===== src/rtl/hyperbus_pkg.sv =====
// Shared hyperbus types: config, transfer descriptor, CA word.
// Also holds the CA builder and address mask helpers.
package hyperbus_pkg;

  localparam int HyperCaWidth    = 48;
  localparam int HyperBurstWidth = 16;
  localparam int HyperAddrWidth  = 32;

  typedef struct packed {
    logic [4:0] address_mask_msb;
    logic       phys_in_use;
    logic [7:0] t_burst_max;
  } hyper_cfg_t;

  typedef struct packed {
    logic                       write;
    logic                       address_space;
    logic                       burst_type;
    logic [HyperBurstWidth-1:0] burst;
    logic [HyperAddrWidth-1:0]  address;
  } hyper_tf_t;

  typedef struct packed {
    logic        rw_n;
    logic        address_space;
    logic        burst_type;
    logic [28:0] addr_hi;
    logic [12:0] rsvd;
    logic [2:0]  addr_lo;
  } hyper_ca_t;

  typedef enum logic {
    Idle,
    Send
  } hyper_ca_state_t;

  function automatic hyper_ca_t hyper_build_ca(
    input hyper_tf_t   tf,
    input logic [31:0] word_addr
  );
    hyper_ca_t ca;
    ca.rw_n          = ~tf.write;
    ca.address_space = tf.address_space;
    ca.burst_type    = tf.burst_type;
    ca.addr_hi       = word_addr[31:3];
    ca.rsvd          = '0;
    ca.addr_lo       = word_addr[2:0];
    return ca;
  endfunction

  function automatic logic [31:0] hyper_addr_mask(
    input logic [4:0] msb
  );
    return 32'hFFFF_FFFF >> (5'd31 - msb);
  endfunction

endpackage


===== src/rtl/hyperbus_burst_splitter.sv =====
// Splits a linear burst into chunks of at most t_burst_max words.
// Registers the current chunk; load/next pulses advance it.
module hyperbus_burst_splitter
  import hyperbus_pkg::*;
(
  input  logic                       i_clk,
  input  logic                       i_rst,
  input  logic                       i_load,
  input  logic                       i_next,
  input  logic [HyperBurstWidth-1:0] i_burst,
  input  logic [31:0]                i_addr,
  input  logic                       i_linear,
  input  logic                       i_dual,
  input  hyper_cfg_t                 i_cfg,
  output logic [HyperBurstWidth-1:0] o_len,
  output logic                       o_last,
  output logic [31:0]                o_word_addr
);

  logic [HyperBurstWidth-1:0] r_rem;
  logic [HyperBurstWidth-1:0] r_max;
  logic [HyperBurstWidth-1:0] r_len;
  logic [31:0]                r_addr;
  logic [31:0]                r_mask;
  logic [31:0]                r_waddr;
  logic                       r_dual;
  logic                       r_split;
  logic                       r_last;

  logic [HyperBurstWidth-1:0] w_rem;
  logic [HyperBurstWidth-1:0] w_max;
  logic [HyperBurstWidth-1:0] w_len;
  logic [31:0]                w_mask;
  logic [31:0]                w_base;
  logic [31:0]                w_step;
  logic [31:0]                w_nxt;
  logic                       w_dual;
  logic                       w_split;

  // On load the first chunk is derived straight from the inputs
  always_comb begin
    w_mask = r_mask;
    w_dual = r_dual;
    w_split = r_split;
    w_max = r_max;
    w_rem = r_rem;
    w_base = r_addr;
    if (i_load) begin
      w_mask = hyper_addr_mask(i_cfg.address_mask_msb);
      w_dual = i_dual;
      w_split = i_linear && (i_cfg.t_burst_max != '0);
      w_max = HyperBurstWidth'(i_cfg.t_burst_max);
      w_rem = (i_burst == '0) ? HyperBurstWidth'(1) : i_burst;
      w_base = i_addr & w_mask;
    end
    w_len = (w_split && (w_rem > w_max)) ? w_max : w_rem;
    w_step = 32'(w_len) << (w_dual ? 2 : 1);
    w_nxt = (w_base + w_step) & w_mask;
  end

  always_ff @(posedge i_clk) begin
    if (i_rst) begin
      r_rem <= '0;
      r_max <= '0;
      r_len <= '0;
      r_addr <= '0;
      r_mask <= '0;
      r_waddr <= '0;
      r_dual <= 1'b0;
      r_split <= 1'b0;
      r_last <= 1'b0;
    end else if (i_load || i_next) begin
      r_mask <= w_mask;
      r_dual <= w_dual;
      r_split <= w_split;
      r_max <= w_max;
      r_len <= w_len;
      r_last <= (w_len == w_rem);
      r_rem <= w_rem - w_len;
      r_addr <= w_nxt;
      r_waddr <= w_dual ? (w_base >> 2) : (w_base >> 1);
    end
  end

  assign o_len = r_len;
  assign o_last = r_last;
  assign o_word_addr = r_waddr;

endmodule


===== src/rtl/hyperbus_ca_gen.sv =====
// HyperBus command-address generator: chunking FSM and CA beat mux.
// Beats go out MSB first, replicated across PHYs.
module hyperbus_ca_gen
  import hyperbus_pkg::*;
#(
  parameter  int NumPhys      = 1,
  parameter  int PhyDataWidth = 8,
  localparam int CaBeatWidth  = 2 * PhyDataWidth,
  localparam int NumCaBeats   =
    (HyperCaWidth + CaBeatWidth - 1) / CaBeatWidth
) (
  input  logic                           clk_i,
  input  logic                           rst_i,
  input  hyper_cfg_t                     cfg_i,
  input  hyper_tf_t                      tf_i,
  input  logic                           tf_valid_i,
  output logic                           tf_ready_o,
  output logic [NumPhys*CaBeatWidth-1:0] ca_o,
  output logic                           ca_valid_o,
  input  logic                           ca_ready_i,
  output logic                           ca_last_o,
  output logic [HyperBurstWidth-1:0]     chunk_burst_o,
  output logic                           chunk_write_o,
  output logic                           chunk_last_o
);

  localparam int PadWidth = NumCaBeats * CaBeatWidth;
  localparam int BeatIdxW = $clog2(NumCaBeats);

  hyper_ca_state_t     r_state;
  logic                r_tf_ready;
  logic                r_ca_valid;
  logic [BeatIdxW-1:0] r_beat;
  logic                r_write;
  logic                r_space;
  logic                r_btype;

  logic                w_load;
  logic                w_fire;
  logic                w_beat_last;
  logic                w_next;
  logic                w_dual;
  logic                w_chunk_last;
  logic [31:0]         w_waddr;
  hyper_tf_t           w_ca_tf;
  hyper_ca_t           w_ca;
  logic [PadWidth-1:0] w_pad;
  logic [NumCaBeats-1:0][CaBeatWidth-1:0] w_beats;
  logic [CaBeatWidth-1:0] w_beat;

  assign w_load = tf_valid_i && r_tf_ready;
  assign w_fire = r_ca_valid && ca_ready_i;
  assign w_beat_last = (r_beat == BeatIdxW'(NumCaBeats - 1));
  assign w_next = w_fire && w_beat_last && !w_chunk_last;
  assign w_dual = (NumPhys == 2) && cfg_i.phys_in_use;

  hyperbus_burst_splitter u_split (
    .i_clk       (clk_i),
    .i_rst       (rst_i),
    .i_load      (w_load),
    .i_next      (w_next),
    .i_burst     (tf_i.burst),
    .i_addr      (tf_i.address),
    .i_linear    (tf_i.burst_type),
    .i_dual      (w_dual),
    .i_cfg       (cfg_i),
    .o_len       (chunk_burst_o),
    .o_last      (w_chunk_last),
    .o_word_addr (w_waddr)
  );

  always_comb begin
    w_ca_tf = '0;
    w_ca_tf.write = r_write;
    w_ca_tf.address_space = r_space;
    w_ca_tf.burst_type = r_btype;
    w_ca = hyper_build_ca(w_ca_tf, w_waddr);
  end

  // Left-align the CA so a short final beat is padded in its LSBs
  assign w_pad = PadWidth'(w_ca) << (PadWidth - HyperCaWidth);
  assign w_beats = w_pad;
  assign w_beat = w_beats[BeatIdxW'(NumCaBeats - 1) - r_beat];
  assign ca_o = {NumPhys{w_beat}};

  always_ff @(posedge clk_i) begin
    if (rst_i) begin
      r_state <= Idle;
      r_tf_ready <= 1'b1;
      r_ca_valid <= 1'b0;
      r_beat <= '0;
      r_write <= 1'b0;
      r_space <= 1'b0;
      r_btype <= 1'b0;
    end else begin
      unique case (r_state)
        Idle: begin
          if (w_load) begin
            r_state <= Send;
            r_tf_ready <= 1'b0;
            r_ca_valid <= 1'b1;
            r_beat <= '0;
            r_write <= tf_i.write;
            r_space <= tf_i.address_space;
            r_btype <= tf_i.burst_type;
          end
        end
        Send: begin
          if (w_fire) begin
            if (w_beat_last) begin
              r_beat <= '0;
              if (w_chunk_last) begin
                r_state <= Idle;
                r_tf_ready <= 1'b1;
                r_ca_valid <= 1'b0;
              end
            end else begin
              r_beat <= r_beat + 1'b1;
            end
          end
        end
        default: r_state <= Idle;
      endcase
    end
  end

  assign tf_ready_o = r_tf_ready;
  assign ca_valid_o = r_ca_valid;
  assign ca_last_o = r_ca_valid && w_beat_last;
  assign chunk_write_o = r_write;
  assign chunk_last_o = w_chunk_last;

endmodule


===== config.mk =====
export PLATFORM = sky130hd
export DESIGN_NAME = hyperbus_ca_gen
export DESIGN_NICKNAME = d
export VERILOG_FILES = /design/src/rtl/hyperbus_pkg.sv /design/src/rtl/hyperbus_burst_splitter.sv /design/src/rtl/hyperbus_ca_gen.sv
export SDC_FILE = /design/constraint.sdc
export NUM_CORES = 1
export LEC_CHECK = 0
export CAP_MARGIN = 0
export CORE_ASPECT_RATIO = 1.5
export CORE_MARGIN = 4
export CORE_UTILIZATION = 52
export DETAILED_ROUTE_END_ITERATION = 10
export PLACE_DENSITY = 0.78
export SYNTH_ARGS = -nofsm -noshare
export SYNTH_HDL_FRONTEND = slang
export SYNTH_SLANG_ARGS = --single-unit

===== constraint.sdc =====
create_clock -name clk_i -period 5.65 [get_ports clk_i]
set_input_delay 1.13 -clock clk_i [delete_from_list [all_inputs] [get_ports clk_i]]
set_output_delay 1.13 -clock clk_i [all_outputs]
set_load 0.01 [all_outputs]

==> results of run 1 <==
## metal layers
metal | GRT usage | part of all wire | up-vias
li1 | - | - | 4693
met1 | 0.3590 | 0.34 | 5007
met2 | 0.5974 | 0.50 | 710
met3 | 0.05874 | 0.077 | 236
met4 | 0.2514 | 0.087 | 0
met5 | 0 | 0 | -
## stage by stage
stage,total power (W),std cells,TNS [ns]
final,0.004908,1639,-0.1108
after detailed placement,0.003330,1583,-30.31
after global placement,0.003284,1583,-26.73
after CTS,0.004596,1622,0
after floorplan,0.002371,1125,0
after global routing,0.005111,1639,-3.549
## worst min path at each step
| stage | end | cells past startpoint | startpoint | slack [ns] |
|---|---|---|---|---|
| CTS | u_split.r_addr[8]$_SDFFE_PP0P_ | 2 | u_split.r_addr[8]$_SDFFE_PP0P_ | 0.45 |
| global placement | u_split.r_addr[28]$_SDFFE_PP0P_ | 2 | u_split.r_addr[28]$_SDFFE_PP0P_ | 0.44 |
| finish | u_split.r_addr[28]$_SDFFE_PP0P_ | 2 | u_split.r_addr[28]$_SDFFE_PP0P_ | 0.46 |
| detailed placement | u_split.r_addr[28]$_SDFFE_PP0P_ | 2 | u_split.r_addr[28]$_SDFFE_PP0P_ | 0.44 |
| global route | u_split.r_addr[28]$_SDFFE_PP0P_ | 2 | u_split.r_addr[28]$_SDFFE_PP0P_ | 0.48 |
| floorplan | u_split.r_rem[10]$_SDFFE_PP0P_ | 2 | u_split.r_rem[10]$_SDFFE_PP0P_ | 0.42 |
## power groups by stage
stage	logic [W]	registers, W	clock network, W
finish	0.00251	0.00125	0.00114
global route	0.00267	0.00126	0.00119
CTS	0.00223	0.00123	0.00114
detailed placement	0.00208	0.00125	0
global placement	0.00204	0.00125	0
floorplan	0.00113	0.00124	0
## cells in the final DEF (no fill, tap or decap), types with 17 or more instances in the layout
master           netlist  routed
a21oi_1               77      73
xnor2_1               19      19
dfxtp_1              152     152
nor2_1               120     116
clkdlybuf4s50_1        0      90
inv_1                 48      42
a22o_1                34      34
nor3_1                31      29
nand2_1              119     116
ha_1                  57      38
clkbuf_16              0      17
ha_4                   0      17
a22oi_1               19      19
nand3_1               26      23
mux2i_1               44      21
a211oi_1              21      18
o21ai_0               66      64
buf_4                  5     221
## state kept, by name (all words and copies together), names as in the netlist
signal	count
u_split.r_max	16
u_split.r_dual	1
r_beat	2
u_split.o_word_addr	31
u_split.o_last	1
u_split.r_rem	16
ca_valid_o	1
chunk_write_o	1
r_space	1
r_state	1
tf_ready_o	1
u_split.r_addr	31
u_split.o_len	16
u_split.r_split	1
r_btype	1
u_split.r_mask	31
## cell usage after synthesis, types with 5 or more instances
cell / n
buf_4: 5
o21ai_0: 66
o221ai_1: 5
nand4_1: 10
nand2_1: 119
xor2_1: 13
a31oi_1: 6
or3_1: 11
a211oi_1: 21
nor2_1: 120
a21o_1: 8
clkbuf_1: 42
nor4_1: 9
dfxtp_1: 152
o21a_1: 9
and3_1: 6
o31ai_1: 10
mux2i_1: 44
a221oi_1: 10
nor3_1: 31
inv_1: 48
a22oi_1: 19
and2_1: 6
nand3_1: 26
nor2b_1: 12
a21oi_1: 77
o22ai_1: 15
ha_1: 57
buf_2: 10
a32o_1: 11
a32oi_1: 6
mux2_2: 15
a22o_1: 34
buf_1: 5
xnor2_1: 19
## area by class of cell
type / count / area [sq um] / share of cell area
well taps: 213 / 266.5 / 0.02004
flip-flops and latches: 152 / 3043 / 0.2288
clock inverters: 13 / 132.6 / 0.009973
clock buffers: 18 / 439.2 / 0.03302
repair buffers: 334 / 2861 / 0.2152
inverters: 48 / 180.2 / 0.01355
multi-input cells: 861 / 6376 / 0.4794
## worst reg2reg max path, stage by stage (launching register included)
cell      delay [ns]
dfxtp_1         0.36
and2_4          0.20
buf_12          0.18
mux2i_4         0.26
inv_1           0.08
ha_1            0.33
a211oi_1        0.28
nor2_1          0.09
nor2_1          0.21
buf_4           0.16
o221ai_2        0.14
nand2_4         0.18
buf_6           0.14
buf_4           0.17
mux2i_4         0.27
buf_4           0.15
inv_1           0.05
ha_1            0.32
a21oi_1         0.29
o21ai_0         0.22
o41a_1          0.42
a211oi_1        0.30
xor2_1          0.11
a211oi_1        0.28
## cells by family (layout without fill, tap and decap cells)
logic type,count (synthesis),in the layout,synth area share
simple gates,377,377,0.1879
compound gates,331,332,0.2494
flops,152,152,0.3314
buf+inv,113,413,0.05205
fa+ha+maj,59,59,0.08203
mux,59,59,0.06636
xor+xnor,32,32,0.03052
other cells,1,2,0.0004084
## timing repair
| item | in CTS | in global routing |
|---|---|---|
| setup endpoints to repair | 36 | 26 |
| gates resized for setup | 51 | 79 |
| pin swaps | 14 | 29 |
| cloned | 1 | 0 |
| setup buffers | 7 | 18 |
==> results.ini, run 1 <==
[power_and_ir_drop]
power_density_mw_per_mm2 = 369.0
pwr-share-comb = 0.512
clock_power_share = 0.233
p_seq_frac = 0.255
p_sw_w = 0.001867
switching_share = 0.3805
vdd_drop_max_v = 0.0003287
p_leak_nw = 5.512
p_int_w = 0.003040

[clock_tree]
worstSkewPairLatency_ns = 0.44
clkSinkCount = 152
root_buffer = clkbuf_16
clk_pin_slew_ns = 0.07
cts_tree = built
ctsHtreeMaxLevel = 4
cts_buffers = 17
clockBufferDepth = 2
postCtsHoldBufs = 0

[hold_path]
hp-class = flip-flop to flip-flop

[grt]
grt_pass1_wl_mm = 52.54
grt_start_max_net_pins = 73
overflow = 0
grt_usage = 0.3412
first_global_vias = 10260
grt_antenna_before_repair = 0

[sta]
slew_headroom = 0.4388
fmax_ghz = 0.1748
period_needed_ns = 5.720
hold_slack_ns = 0.4555
setup_ws_ns = -0.06985
final_max_slew_viol_count = 0
layout_worst_path_cycle_share = 1.012
rsz0062_at_grt = true
setup_viol = 4
hold_viol = 0
finClkSkew_ns = 0.009860
tightest_slew_ns = 0.8411

[critical_path]
arrival_ns = 6.06
cp_common_cell = buf_4
rr_endpoint = u_split.r_rem[15]$_SDFFE_PP0P_
rrSetupSlack_ns = 0.36
worstReg2RegStart = tf_ready_o$_SDFFE_PP1P_
critPathCapture = u_split.r_rem[15]$_SDFFE_PP0P_
crit_cells = 24
critical_path.max_stage_delay_ns = 0.42
critPathKind = primary input to flip-flop
crit_start = tf_valid_i
critPathSlowestCell = o41a_1
cp.buffers_inverters = 8
critPathRequiredTime_ns = 5.99
start_kind = primary input
reg2reg_depth = 23
crit_path_cell_trace = buf_4, and2_4, buf_12, mux2i_4, inv_1, ha_1, a211oi_1, nor2_1, nor2_1, buf_4, o221ai_2, nand2_4, buf_6, buf_4, mux2i_4, buf_4, inv_1, ha_1, a21oi_1, o21ai_0, o41a_1, a211oi_1, xor2_1, a211oi_1
crit_family = compound AO/OA/AOI/OAI gates
critPathCaptureType = flip-flop
path_max_fanout = 8

[yosys]
yosysUniqueCellTypes = 70
ys.warnings.count = 0
synth-seq-cells = 152
avgSynthCellArea_sq_um = 8.170
synth_edf_count = 0
netlist_instances = 1124
synth_top_cell_by_area = dfxtp_1
ys.flop_type = dfxtp_1
synth_seq_area_share = 0.3314
synth_top_area_frac = 0.3314
synth.cell_area_sq_mm = 0.009183
synthTopCellsByArea = dfxtp_1 33%, ha_1 7.8%, nor2_1 4.9%, nand2_1 4.9%, mux2i_1 4.8%
async_flop_share = 0

[run_status]
violations = negative setup slack
outcome = finished, violations left

[floorplan]
die-area_sq_mm = 0.01989
die_w_um = 116.5
core_sq_mm = 0.01735
start_util = 0.5293
io_pins = 106
fp-row-count = 59
die_y_um = 170.8

[placed_design]
place_hpwl_mm = 23.93
pre_cts_ws_ns = -1.148
place_congestion = 0.9584
io_buffers = 103
place_area_sq_mm = 0.01189

[cells_and_area]
fin_area_sq_mm = 0.01330
area_growth_pct = 44.83
drive_gt1_frac = 0.2644
final_nets = 1542
fillers = 1111
fin_util = 0.7666
diodes = 0

[flow_run]
drv_cap = 0

[route]
postRouteAntennaNets = 0
via_per_inst = 6.495
drt-total-wl_mm = 36.79
drc = 0
drt_iter0_markers = 1245
first_pass_iters = 6
post_drt_wl_per_cell_um = 22.45
vias = 10650

No activity file was read; power rests on OpenSTA's default activity.
==> inputs of run 2 (changes only) <==
Settings changed: CORE_MARGIN 4 to 8.
==> results.ini, run 2 (synthesis results as in run 1) <==
[run_status]
outcome = finished, violations left
violations = design-rule violations, negative setup slack

[cells_and_area]
fillers = 1062
final_nets = 1550
area_growth_pct = 46.26
diodes = 0
layout_commonest_cell = buf_4
finalNonFillerCells = 1648
drive_gt1_frac = 0.2690
final_cell_mix = 226 x buf_4, 152 x dfxtp_1, 117 x nor2_1, 114 x nand2_1, 86 x clkdlybuf4s50_1
regArea_sq_mm = 0.003043
multiInputGateArea_sq_mm = 0.006390

[sta]
hold_viol = 0
slew_headroom = 0.3787
setup_ws_ns = -0.1743
hold_slack_ns = 0.4645
setup_viol = 23
tightest_slew_ns = 0.9312
setup_tns_ns = -2.288
layout_worst_path_cycle_share = 1.031
finClkSkew_ns = 0.009862
final_max_slew_viol_count = 0
period_needed_ns = 5.824
fmax_ghz = 0.1717

[critical_path]
arrival_ns = 6.17
critPathRequiredTime_ns = 5.99
start_kind = primary input
critPathSlowestCell = a2111oi_4
cp_common_cell = buf_6
path_max_fanout = 8
crit_path_cell_trace = buf_6, and2_4, buf_12, mux2i_2, inv_1, ha_1, o21ai_0, nor2_1, nor2_1, buf_4, o221ai_2, nand2_4, buf_6, mux2i_4, mux2_4, ha_4, nand2_4, a2111oi_4, a2111oi_4, o21ai_4, a21oi_4, buf_6, or3_1, a32o_1
critPathCaptureType = flip-flop
critical_path.max_stage_delay_ns = 0.42
critPathKind = primary input to flip-flop

[clock_tree]
cts_tree = built
clkSinkCount = 152
clockBufferDepth = 2
cts_buffers = 17
clk_pin_slew_ns = 0.07
root_buffer = clkbuf_16
ctsHtreeMaxLevel = 4
worstSkewPairLatency_ns = 0.45

[flow_run]
drv_cap = 0

[grt]
grt_usage = 0.3099
grt_start_max_net_pins = 55
overflow = 0
grt_pass1_wl_mm = 54.63
first_global_vias = 10570
grt_antenna_before_repair = 0

[route]
drc = 1
postRouteAntennaNets = 0
met3_length_mm = 3.466
via_per_inst = 6.615
wl_met2_mm = 18.97
first_pass_iters = 11
vias = 10900
drt_iter0_markers = 1430
highest_layer = met4
drt-total-wl_mm = 39.79
wl_met1_mm = 13.38
post_drt_wl_per_cell_um = 24.14

[floorplan]
start_util = 0.5293
fp-row-count = 59
core_sq_mm = 0.01735
die_y_um = 178.8
io_pins = 106
die-area_sq_mm = 0.02225
die_w_um = 124.5

[power_and_ir_drop]
vdd_drop_max_v = 0.0005088
p_leak_nw = 5.628
power_density_mw_per_mm2 = 376.6
p_total_w = 0.005058

[placed_design]
pre_cts_ws_ns = -1.178
dp.cells = 1586
io_buffers = 103
place_hpwl_mm = 24.33
place_congestion = 0.9481

[hold_path]
hp-class = flip-flop to flip-flop

## run 2: cell count changes in the layout (fill, tap and decap cells not counted), sizes merged
cell	previous run	this run
dlygate4sd2	4	2
bufinv	1	0
inv	55	56
buf	233	242
clkdlybuf4s50	90	86
dlymetal6s2s	7	13
clkinvlp	3	4
a21oi	80	79
## run 2: power by group
part	switching (W)	total, W	internal [W]
clock network	0.000531	0.00111	0.000582
registers	0.0000800	0.00125	0.00117
logic	0.00139	0.00269	0.00130
## run 2: path summary, 6_finish.rpt
check,startpoint,end,slack [ns],cells past startpoint
setup reg to reg,tf_ready_o$_SDFFE_PP1P_,u_split.r_addr[20]$_SDFFE_PP0P_,0.27,23
hold / removal,u_split.r_addr[9]$_SDFFE_PP0P_,u_split.r_addr[9]$_SDFFE_PP0P_,0.46,2
hold reg to reg,u_split.r_addr[9]$_SDFFE_PP0P_,u_split.r_addr[9]$_SDFFE_PP0P_,0.46,2
setup / recovery,tf_valid_i,u_split.r_addr[20]$_SDFFE_PP0P_,-0.17,24
## run 2: stage by stage
stage,utilization,instance area [sq um]
2_1_floorplan,-,9319
4_1_cts,0.7429,12890
5_1_grt,0.7742,13430
3_5_place_dp,0.6876,11930
6_report,0.7742,13430
3_3_place_gp,0.6876,11930
## run 2: metal layers
layer  vias up  GRT usage
li1       4704          -
met1      5113     0.3014
met5         -          0
met2       799     0.5473
met3       285    0.07073
met4         0     0.2756
## run 2: worst max-delay path: cells and delay by family
kind | cells | cell delay [ns]
AOI/OAI and AO/OA | 7 | 1.53
buffers and inverters | 6 | 0.91
adders and majority gates | 2 | 0.65
muxes | 3 | 0.81
and+or+nand+nor | 6 | 1.13
## run 2: timing repair
item                                    in CTS  in global routing
gates resized for setup                     47                 91
hold endpoints to repair                     0                  0
gates cloned                                 1                  0
pin swaps                                    8                 36
hold buffers                                 0                  0
endpoints found under the setup margin      37                 34
buffers inserted                            16                 13
## run 2: cell type report
class,instances,share of cell area
well taps,213,0.01984
multi-input cells,860,0.4758
clock inverters,14,0.01006
repair buffers,343,0.2224
flip-flops and latches,152,0.2266
clock buffers,18,0.03195
inverters,48,0.01342
==> inputs of run 3 (changes only) <==
Settings changed: SETUP_SLACK_MARGIN set to 0.02.
Clock period 5.65 ns to 5.1 ns, I/O delays scaled along.
==> results.ini, run 3 (synthesis results as in run 1) <==
[sta]
rsz0062_at_grt = true
finClkSkew_ns = 0.01153
setup_viol = 34
tightest_slew_ns = 0.7855
slew_headroom = 0.4744
period_needed_ns = 5.560
hold_slack_ns = 0.4581
final_max_slew_viol_count = 0
layout_worst_path_cycle_share = 1.090
fmax_ghz = 0.1798
setup_ws_ns = -0.4603
hold_viol = 0

[placed_design]
place_congestion = 1.011
dp.cells = 1602
place_hpwl_mm = 25.41
io_buffers = 103

[power_and_ir_drop]
power_density_mw_per_mm2 = 421.8
vdd_drop_max_v = 0.0004056
p_total_w = 0.005901
p_leak_nw = 5.655

[cells_and_area]
finalNonFillerCells = 1666
drive_gt1_frac = 0.3125
multiInputGateArea_sq_mm = 0.006815
regArea_sq_mm = 0.003043
area_growth_pct = 52.36
fillers = 1008
final_cell_mix = 232 x buf_4, 152 x dfxtp_1, 115 x nand2_1, 114 x nor2_1, 85 x clkdlybuf4s50_1
layout_commonest_cell = buf_4
diodes = 0
fin_util = 0.8065
final_nets = 1569

[route]
drt_iter0_markers = 1436
first_pass_iters = 7
drc = 0
vias = 11110
drt-total-wl_mm = 42.63
via_per_inst = 6.669
postRouteAntennaNets = 0
post_drt_wl_per_cell_um = 25.59

[floorplan]
fp-row-count = 59
die_y_um = 178.8
io_pins = 106
die-area_sq_mm = 0.02225
core_sq_mm = 0.01735
start_util = 0.5293
die_w_um = 124.5

[run_status]
violations = negative setup slack
outcome = finished, violations left

[clock_tree]
clkSinkCount = 152
cts_tree = built
worstSkewPairLatency_ns = 0.44
cts_buffers = 17
root_buffer = clkbuf_16
clk_pin_slew_ns = 0.07
postCtsHoldBufs = 0
clockBufferDepth = 2
ctsHtreeMaxLevel = 4

[grt]
overflow = 0
grt_usage = 0.3321
first_global_vias = 11030
grt_antenna_before_repair = 0
grt_start_max_net_pins = 71
grt_pass1_wl_mm = 58.35

[critical_path]
worstReg2RegStart = tf_ready_o$_SDFFE_PP1P_
crit_start = tf_i[46]
start_kind = primary input
critPathRequiredTime_ns = 5.44
critPathKind = primary input to flip-flop
critPathCaptureType = flip-flop
path_max_fanout = 5
arrival_ns = 5.90

[hold_path]
hp-start = u_split.r_addr[31]$_SDFFE_PP0P_
hp-class = flip-flop to flip-flop

[flow_run]
drv_cap = 0

-- run 3: cell count changes in the layout (fill, tap and decap cells not counted), sizes merged, moves of 3 or more --
cell           change
dlymetal6s2s      -13
dlygate4sd2        +3
clkdlybuf4s15      +6
buf               +19
clkbuf             +3
inv                -4
-- run 3: path summary, 6_finish.rpt --
path                                           to  slack [ns]  depth (start not counted)
setup / recovery  u_split.r_addr[22]$_SDFFE_PP0P_       -0.46                         23
hold / removal    u_split.r_addr[31]$_SDFFE_PP0P_        0.46                          2
setup reg to reg  u_split.r_addr[22]$_SDFFE_PP0P_       -0.20                         22
hold reg to reg   u_split.r_addr[31]$_SDFFE_PP0P_        0.46                          2
-- run 3: per-stage QoR --
stage          setup WS (ns)  area, sq um  setup TNS [ns]
4_1_cts             0.009360        13420               0
2_1_floorplan        -0.3222         9590          -2.482
3_3_place_gp          -1.237        12260          -38.94
6_report             -0.4603        13990          -8.521
5_1_grt              -0.5812        13990          -12.23
3_5_place_dp          -1.369        12260          -45.29
-- run 3: area by class of cell --
class | count | share of cell area
clock buffer | 18 | 0.03067
sequential | 152 | 0.2175
tap | 213 | 0.01905
timing repair buffer | 360 | 0.2222
multi-input combinational | 862 | 0.4871
clock inverter | 13 | 0.01037
inverter | 48 | 0.01306
-- run 3: routing by layer --
layer  track usage  up-vias  share of wire
met5             0        -              0
met4        0.2887        0          0.096
met3       0.07073      295          0.090
met2        0.5985      848           0.48
met1        0.3188     5236           0.33
li1              -     4731              -
-- run 3: report_power, final --
part	total [W]	switching, W	leakage, nW	internal [W]
clock	0.00128	0.000561	0.274	0.000723
combinational	0.00322	0.00165	4.14	0.00157
sequential	0.00139	0.0000953	1.24	0.00130
-- run 3: critical path, cell delays in order --
cell and delay (ns):
dlygate4sd2_1 0.34, nor3_2 0.08, a41oi_2 0.30, nor2_1 0.11, a21oi_2 0.20, ha_2 0.21, inv_2 0.03, a21oi_2 0.15
o2111a_1 0.36, o221ai_2 0.14, buf_6 0.17, nand2_8 0.12, mux2_4 0.35, a21oi_4 0.26, fa_2 0.32, nand3_4 0.16
a2111oi_4 0.38, a2111oi_4 0.10, o21ai_4 0.25, a21oi_4 0.11, buf_6 0.13, or3_1 0.34, a32o_1 0.23
-- run 3: what timing repair did --
item	in CTS	in global routing
buffers inserted	19	14
gates cloned	2	0
endpoints found under the setup margin	40	32
pin swaps	31	49
gates resized for setup	107	109
